==> src/rtl/io_bus_device.sv <==
// rtl/io_bus_device.sv - CPU IO-bus peripheral: LED register, synchronized switch/button capture, display output port
// All register state updates on clk; io_din is a combinational read mux over io_addr.
module io_bus_device #(
  parameter int LED_W = 8
) (
  input  logic             clk,
  input  logic             rst,
  input  logic [7:0]       io_addr,
  input  logic [31:0]      io_dout,
  input  logic             io_we,
  output logic [31:0]      io_din,
  input  logic [LED_W-1:0] sw,
  input  logic             btn,
  output logic [LED_W-1:0] led,
  output logic [31:0]      out_data,
  output logic             out_vld,
  input  logic             out_ack
);

  localparam logic [7:0] ADDR_LED        = 8'h00;
  localparam logic [7:0] ADDR_IN_STATUS  = 8'h04;
  localparam logic [7:0] ADDR_IN_DATA    = 8'h08;
  localparam logic [7:0] ADDR_OUT_STATUS = 8'h0C;
  localparam logic [7:0] ADDR_OUT_DATA   = 8'h10;
  localparam logic [7:0] ADDR_OVR_CNT    = 8'h14;

  logic [LED_W-1:0] led_q, led_d;
  logic [LED_W-1:0] sw_m_q, sw_s_q;
  logic             btn_m_q, btn_s_q, btn_prev_q;
  logic [1:0]       sync_fill_q;
  logic             armed_q, armed_d;
  logic [LED_W-1:0] in_data_q, in_data_d;
  logic             in_vld_q, in_vld_d;
  logic [31:0]      out_data_q, out_data_d;
  logic             out_vld_q, out_vld_d;
  logic [7:0]       ovr_q, ovr_d;

  logic wr_led, wr_ack, wr_out, wr_ovr_clr, btn_edge;

  assign wr_led     = io_we && (io_addr == ADDR_LED);
  assign wr_ack     = io_we && (io_addr == ADDR_IN_STATUS);
  assign wr_out     = io_we && (io_addr == ADDR_OUT_DATA);
  assign wr_ovr_clr = io_we && (io_addr == ADDR_OVR_CNT);

  // Edges count only once the synchronized button has been seen low after
  // reset, so a button held through reset release is not taken as a press.
  assign btn_edge = armed_q && btn_s_q && !btn_prev_q;
  assign armed_d  = armed_q || (sync_fill_q[1] && !btn_s_q);

  always_comb begin
    led_d      = led_q;
    in_data_d  = in_data_q;
    in_vld_d   = in_vld_q;
    out_data_d = out_data_q;
    out_vld_d  = out_vld_q;
    ovr_d      = ovr_q;

    if (wr_led) begin
      led_d = io_dout[LED_W-1:0];
    end

    // A same-cycle ack frees the slot, so the new capture is not an overrun.
    if (btn_edge && (!in_vld_q || wr_ack)) begin
      in_data_d = sw_s_q;
      in_vld_d  = 1'b1;
    end else if (btn_edge) begin
      if (ovr_q != 8'hFF) begin
        ovr_d = ovr_q + 8'd1;
      end
    end else if (wr_ack) begin
      in_vld_d = 1'b0;
    end

    if (wr_ovr_clr) begin
      ovr_d = 8'h00;
    end

    if (out_vld_q && out_ack) begin
      out_vld_d = 1'b0;
    end else if (!out_vld_q && wr_out) begin
      out_data_d = io_dout;
      out_vld_d  = 1'b1;
    end
  end

  always_ff @(posedge clk) begin
    if (rst) begin
      led_q       <= '0;
      sw_m_q      <= '0;
      sw_s_q      <= '0;
      btn_m_q     <= 1'b0;
      btn_s_q     <= 1'b0;
      btn_prev_q  <= 1'b0;
      sync_fill_q <= 2'b00;
      armed_q     <= 1'b0;
      in_data_q   <= '0;
      in_vld_q    <= 1'b0;
      out_data_q  <= '0;
      out_vld_q   <= 1'b0;
      ovr_q       <= '0;
    end else begin
      led_q       <= led_d;
      sw_m_q      <= sw;
      sw_s_q      <= sw_m_q;
      btn_m_q     <= btn;
      btn_s_q     <= btn_m_q;
      btn_prev_q  <= btn_s_q;
      sync_fill_q <= {sync_fill_q[0], 1'b1};
      armed_q     <= armed_d;
      in_data_q   <= in_data_d;
      in_vld_q    <= in_vld_d;
      out_data_q  <= out_data_d;
      out_vld_q   <= out_vld_d;
      ovr_q       <= ovr_d;
    end
  end

  always_comb begin
    io_din = 32'h0;
    case (io_addr)
      ADDR_LED:        io_din = 32'(led_q);
      ADDR_IN_STATUS:  io_din = {31'b0, in_vld_q};
      ADDR_IN_DATA:    io_din = 32'(in_data_q);
      ADDR_OUT_STATUS: io_din = {31'b0, ~out_vld_q};
      ADDR_OUT_DATA:   io_din = out_data_q;
      ADDR_OVR_CNT:    io_din = {24'b0, ovr_q};
      default:         io_din = 32'h0;
    endcase
  end

  assign led      = led_q;
  assign out_data = out_data_q;
  assign out_vld  = out_vld_q;

endmodule

==> config.mk <==
export PLATFORM = sky130hd
export DESIGN_NAME = io_bus_device
export DESIGN_NICKNAME = d
export VERILOG_FILES = /design/src/rtl/io_bus_device.sv
export SDC_FILE = /design/constraint.sdc
export NUM_CORES = 1
export LEC_CHECK = 0
export BUFFER_PORTS_ARGS = -buffer_cell sky130_fd_sc_hd__buf_2
export CAP_MARGIN = 20
export CORE_ASPECT_RATIO = 1.4
export CORE_MARGIN = 8
export CORE_UTILIZATION = 45
export CTS_CLUSTER_SIZE = 20
export DETAILED_ROUTE_END_ITERATION = 8
export GPL_TIMING_DRIVEN = 0
export PLACE_DENSITY = 0.82
export SLEW_MARGIN = 20
export SYNTH_ARGS = -nofsm -noshare
export SYNTH_HDL_FRONTEND = slang
export SYNTH_SLANG_ARGS = --single-unit
==> constraint.sdc <==
create_clock -name clk -period 2.74 [get_ports clk]
set_input_delay 0.411 -clock clk [delete_from_list [all_inputs] [get_ports clk]]
set_output_delay 0.411 -clock clk [all_outputs]
set_load 0.005 [all_outputs]
== Yosys cells after proc, flatten, opt, wreduce, memory -nomap -nowiden ==
Cells that the tools add are included.

* Bitwise logic cells: 3
* Eq/ne operators: 7
* Multiplexer cells: 5
* Reduce and logical (&&, ||, !) cells: 23
* Add/subtract/negate cells: 1

{| class="wikitable"
|+ Operators with widths
! cell !! number
|-
| case mux 32 bit (6 select lines) || 1
|-
| == test 8 x 4 -> 1 bit (second input constant) || 2
|-
| == test 8 x 5 -> 1 bit (second input constant) || 2
|-
| logical AND 1 bit || 10
|-
| adder 8 x 1 -> 8 bit (second input constant) || 1
|-
| == test 8 x 3 -> 1 bit (second input constant) || 1
|-
| logical NOT 8 bit || 1
|-
| != test 8 bit (second input constant) || 1
|-
| logical NOT 1 bit || 4
|-
| 2-to-1 mux 1 bit || 4
|-
| AND reduction 2 bit || 2
|-
| OR reduction 2 bit || 2
|-
| NOT 1 bit || 3
|-
| AND reduction 3 bit || 1
|-
| logical OR 1 bit || 2
|-
| != test 2 x 1 -> 1 bit (second input constant) || 1
|-
| nonzero test 2 bit || 1
|}

* Flip-flop bits (word level): 80
* Bits of input ports: 53
* Output and inout bits: 73
* Logic and storage cells: 53

== Logic depth before layout (Yosys ltp) ==
* Depth in word-level cells: 6
* Mapped depth: 7
* Gate-level depth less buffers: 5

== Least setup slack after synthesis ==
Ideal clock, no wire load.

* Path type: input to output
* Start point: input io_addr[5]
* End point: output io_din[1]
* Slack: 0.575 ns
* Buffers on the path: 0
* Data arrival time: 1.754 ns
* Data required time: 2.329 ns
* Stages on the path: 4
* Cell sequence: or4_1 > or3_1 > nor2_1 > o2bb2ai_1

* Cells in the longest elaborated chain, start to end: 2
* Elaborated cells on any way between the ends: 7
* Classes of those cells: eq/ne: 5; mux: 1; reduce/logical: 1

{| class="wikitable"
|+ RTL lines
! element !! line !! RTL
|-
| start: declaration || 8 || <nowiki>input logic [7:0] io_addr,</nowiki>
|-
| == test 8 x 5 -> 1 bit, or another cell as far along || 120 || <nowiki>case (io_addr)</nowiki>
|-
| case mux 32 bit (6 select lines) * || 120 ||
|-
| end: declaration || 11 || <nowiki>output logic [31:0] io_din,</nowiki>
|}

Every way passes the cells marked *; elsewhere a longest branch is shown, timed or not.

== Worst setup path after layout ==
* Start point: input io_addr[5]
* End point: output io_din[0]

Same word-level chain as after synthesis.

==> run_results.csv <==
group,metric,value,unit
finish,diodes,0,
floorplanning,die_w,88.49,um
clock_tree,cts_num_sinks,80,
global_routing,grt_pass1_vias,2781,
placement,dpl_worst_slack,-0.08751,ns
clock_tree,tritoncts,"built",
detailed_routing,wirelength,8995,um
detailed_routing,route.vias.total,2866,
power_and_ir_drop,finalPower,2.086,mW
synthesis,synth_xor_area_frac,0,
global_routing,grt_pass1_wl,13730,um
timing,maxSlewHeadroom,0.5542,
run_status,status,"finished clean",
detailed_routing,remaining_drc_errors,0,
placement,placed_cells,561,
timing,fmax,382.7,MHz
synthesis,synth-seq-cells,80,
clock_tree,clk_latency,0.36,ns
floorplanning,die_h,117.5,um
hold_path,hp-class,"primary input to flip-flop",
detailed_routing,drt_iter0_markers,252,
placement,gp_congestion,0.9087,
floorplanning,num_rows,37,
timing,finalSetupViolCount,0,
floorplanning,initial_core_util,0.4584,
setup_path,crit_path_end_kind,"output port",
synthesis,synth_fa_ha_area_frac,0.003779,
timing,rsz0062_at_grt,"false",
floorplanning,core_region_area,7222,sq um
synthesis,synth.top_cell.area_share,0.4837,
finish,fin_cells,577,
finish,final_layout_size_suffix_gt1_frac,0.3292,
timing,hold_slack,0.2575,ns
detailed_routing,first_pass_iters,5,
setup_path,worst-path-max-fanout,10,
synthesis,synth_top_family_by_area,"simple AND/OR/NAND/NOR gates",
global_routing,grt_max_degree,16,
timing,fin_crit_sh,0.9537,
global_routing,grt_usage,0.1688,
power_and_ir_drop,powerDensity,492.7,nW/um^2
synthesis,synth_compound_area_frac,0.08088,
global_routing,antenna_found_initial,0,
placement,dp_hpwl,6961,um
detailed_routing,avgViaCountPerCell,4.967,
detailed_routing,routedWlPerCell,15.59,um
floorplanning,die_area,10400,sq um
synthesis,yosys.area_share.simple,0.2230,
synthesis,synth_area_per_cell,9.709,sq um
finish,synthToLayoutAreaGrowth,27.85,%
clock_tree,cts_root_buffer,"clkbuf_8",
floorplanning,pin_count,126,
timing,worstMarginPinSlew,0.6667,ns
setup_path,critPathLaunchType,"primary input",
placement,portBuffers,123,
timing,post-route-min-period,2.613,ns
clock_tree,cts_made_buffers,9,
setup_path,cp.arrival,2.20,ns
setup_path,required,2.33,ns
clock_tree,cts_buffer_depth,2,
clock_tree,htreeDepth,3,
synthesis,postSynthCellCount,341,
finish,nNetsFinal,529,
synthesis,synthMuxAreaShare,0.1720,
synthesis,yosys_warnings,0,
clock_tree,clk_pin_slew_worst_paths,0.09,ns
timing,fin_ws,0.1270,ns
finish,utilization,0.5861,
timing,final-max-slew-violation-count,0,
power_and_ir_drop,leakagePower,2.133,nW
setup_path,crit_type,"primary input to output port",
synthesis,yosys-top-cells-area,"dfxtp_1 (48%), mux2i_1 (15%), nor2_1 (5.1%)",
synthesis,syn_area,3311,sq um
synthesis,seq_area_frac_synth,0.4837,
global_routing,gr-total-overflow,0,
detailed_routing,postRouteAntennaNets,0,
synthesis,yosys.area.top_type,"dfxtp_1",
synthesis,synth_nets,395,
timing,worst_clock_skew,0.01336,ns
power_and_ir_drop,irDropWorstVdd,0.2757,mV
timing,final_hold_viol_count,0,
synthesis,synthDistinctLibCells,37,
job,maxCapViolCount,0,
-- sequential cells by signal (all words and copies together), names as in the netlist --
name,flops
out_data,32
in_data_q,8
led,8
ovr_q,8
sw_m_q,8
sw_s_q,8
sync_fill_q,2
armed_q,1
btn_m_q,1
btn_prev_q,1
btn_s_q,1
in_vld_q,1
out_vld,1
-- layer usage --
layer	routed length, um	up-vias	track usage
li1	-	1443	-
met1	3384	1340	0.1751
met2	4936	71	0.3047
met3	542	12	0.04822
met4	131	0	0.06164
met5	0	-	0
-- what timing repair did --
| action | in CTS | in global routing |
|---|---|---|
| setup buffers | 0 | 0 |
| gates resized for setup | 1 | 1 |
| setup endpoints to repair | 1 | 7 |
| hold buffers | 0 | 0 |
-- synthesized netlist by cell type (all sizes together) --
cell and number:
nand2b 3, nand3b 2, mux2i 49, or3 3, and4 1, nor2 46
o31ai 6, clkbuf 13, nor2b 19, inv 4, nand3 5, nor3 3
nand2 21, o21ai 5, o31a 1, ha 1, or2 1, and2 24
o211ai 1, and4b 1, clkinv 1, nand4 3, or4 8, buf 6
mux2 7, dfxtp 80, nor4 1, a22oi 7, a21oi 11, o21bai 1
o2bb2ai 7
-- power by group --
group          switching, mW  internal (mW)  total (mW)
clock                  0.459          0.336       0.795
combinational         0.0606         0.0472       0.108
sequential           0.00472           1.18        1.18
-- stage by stage --
| stage | setup TNS [ns] | instance area (sq um) |
|---|---|---|
| floorplan | 0 | 3311 |
| global placement | -0.05951 | 4048 |
| detailed placement | -0.08751 | 4048 |
| CTS | 0 | 4230 |
| global route | 0 | 4233 |
| finish | 0 | 4233 |
-- layout make-up --
| cell class | count | area (sq um) |
|---|---|---|
| Buffer | 19 | 102.6 |
| Tap cell | 97 | 121.4 |
| Clock inverter | 7 | 53.80 |
| Inverter | 5 | 18.77 |
| Fill cell | 674 | 2989 |
| Timing Repair Buffer | 123 | 615.6 |
| Sequential cell | 80 | 1602 |
| Multi-Input combinational cell | 237 | 1595 |
| Clock buffer | 9 | 123.9 |
-- cell families (layout without fill, tap and decap cells) --
| logic type | after synthesis | in the layout |
|---|---|---|
| buffers and inverters | 24 | 163 |
| flip-flops | 80 | 80 |
| AO/OA/AOI/OAI | 39 | 39 |
| multiplexers | 56 | 56 |
| AND/OR/NAND/NOR | 141 | 141 |
| adder cells (fa/ha/maj) | 1 | 1 |
-- layout by cell type, fill, tap and decap left out, types with 2 or more instances in the layout --
cell and count:
dfxtp_1 80, or4_4 2, inv_6 3, mux2i_1 49, buf_6 4, nor3_1 2
o2bb2ai_1 7, o21ai_0 4, and2_1 24, a21oi_1 11, nand3_1 5, nand2_1 21
clkinvlp_4 3, a22oi_1 7, clkbuf_8 9, buf_2 124, or4_1 6, nand4_1 3
or3_1 3, mux2_2 7, clkbuf_1 13, o31ai_1 5, nand3b_1 2, inv_1 4
nor2_1 44, nand2b_1 3, nor2b_1 19
-- final timing paths --
check	from	slack (ns)	endpoint	cells after the start
max reg2reg	ovr_q[0]	0.83	ovr_q[1]	6
min	sw[3]	0.26	sw_m_q[3]	2
min reg2reg	btn_s_q	0.44	btn_prev_q	2
max	io_addr[5]	0.13	io_din[0]	7
-- worst max-delay path, stage by stage --
cell,delay (ns)
buf_2,0.11
or4_4,0.53
nor3_2,0.37
clkbuf_1,0.37
nand2_1,0.11
o211ai_1,0.13
buf_2,0.16
Note: power is estimated with default switching activity, not from simulation.
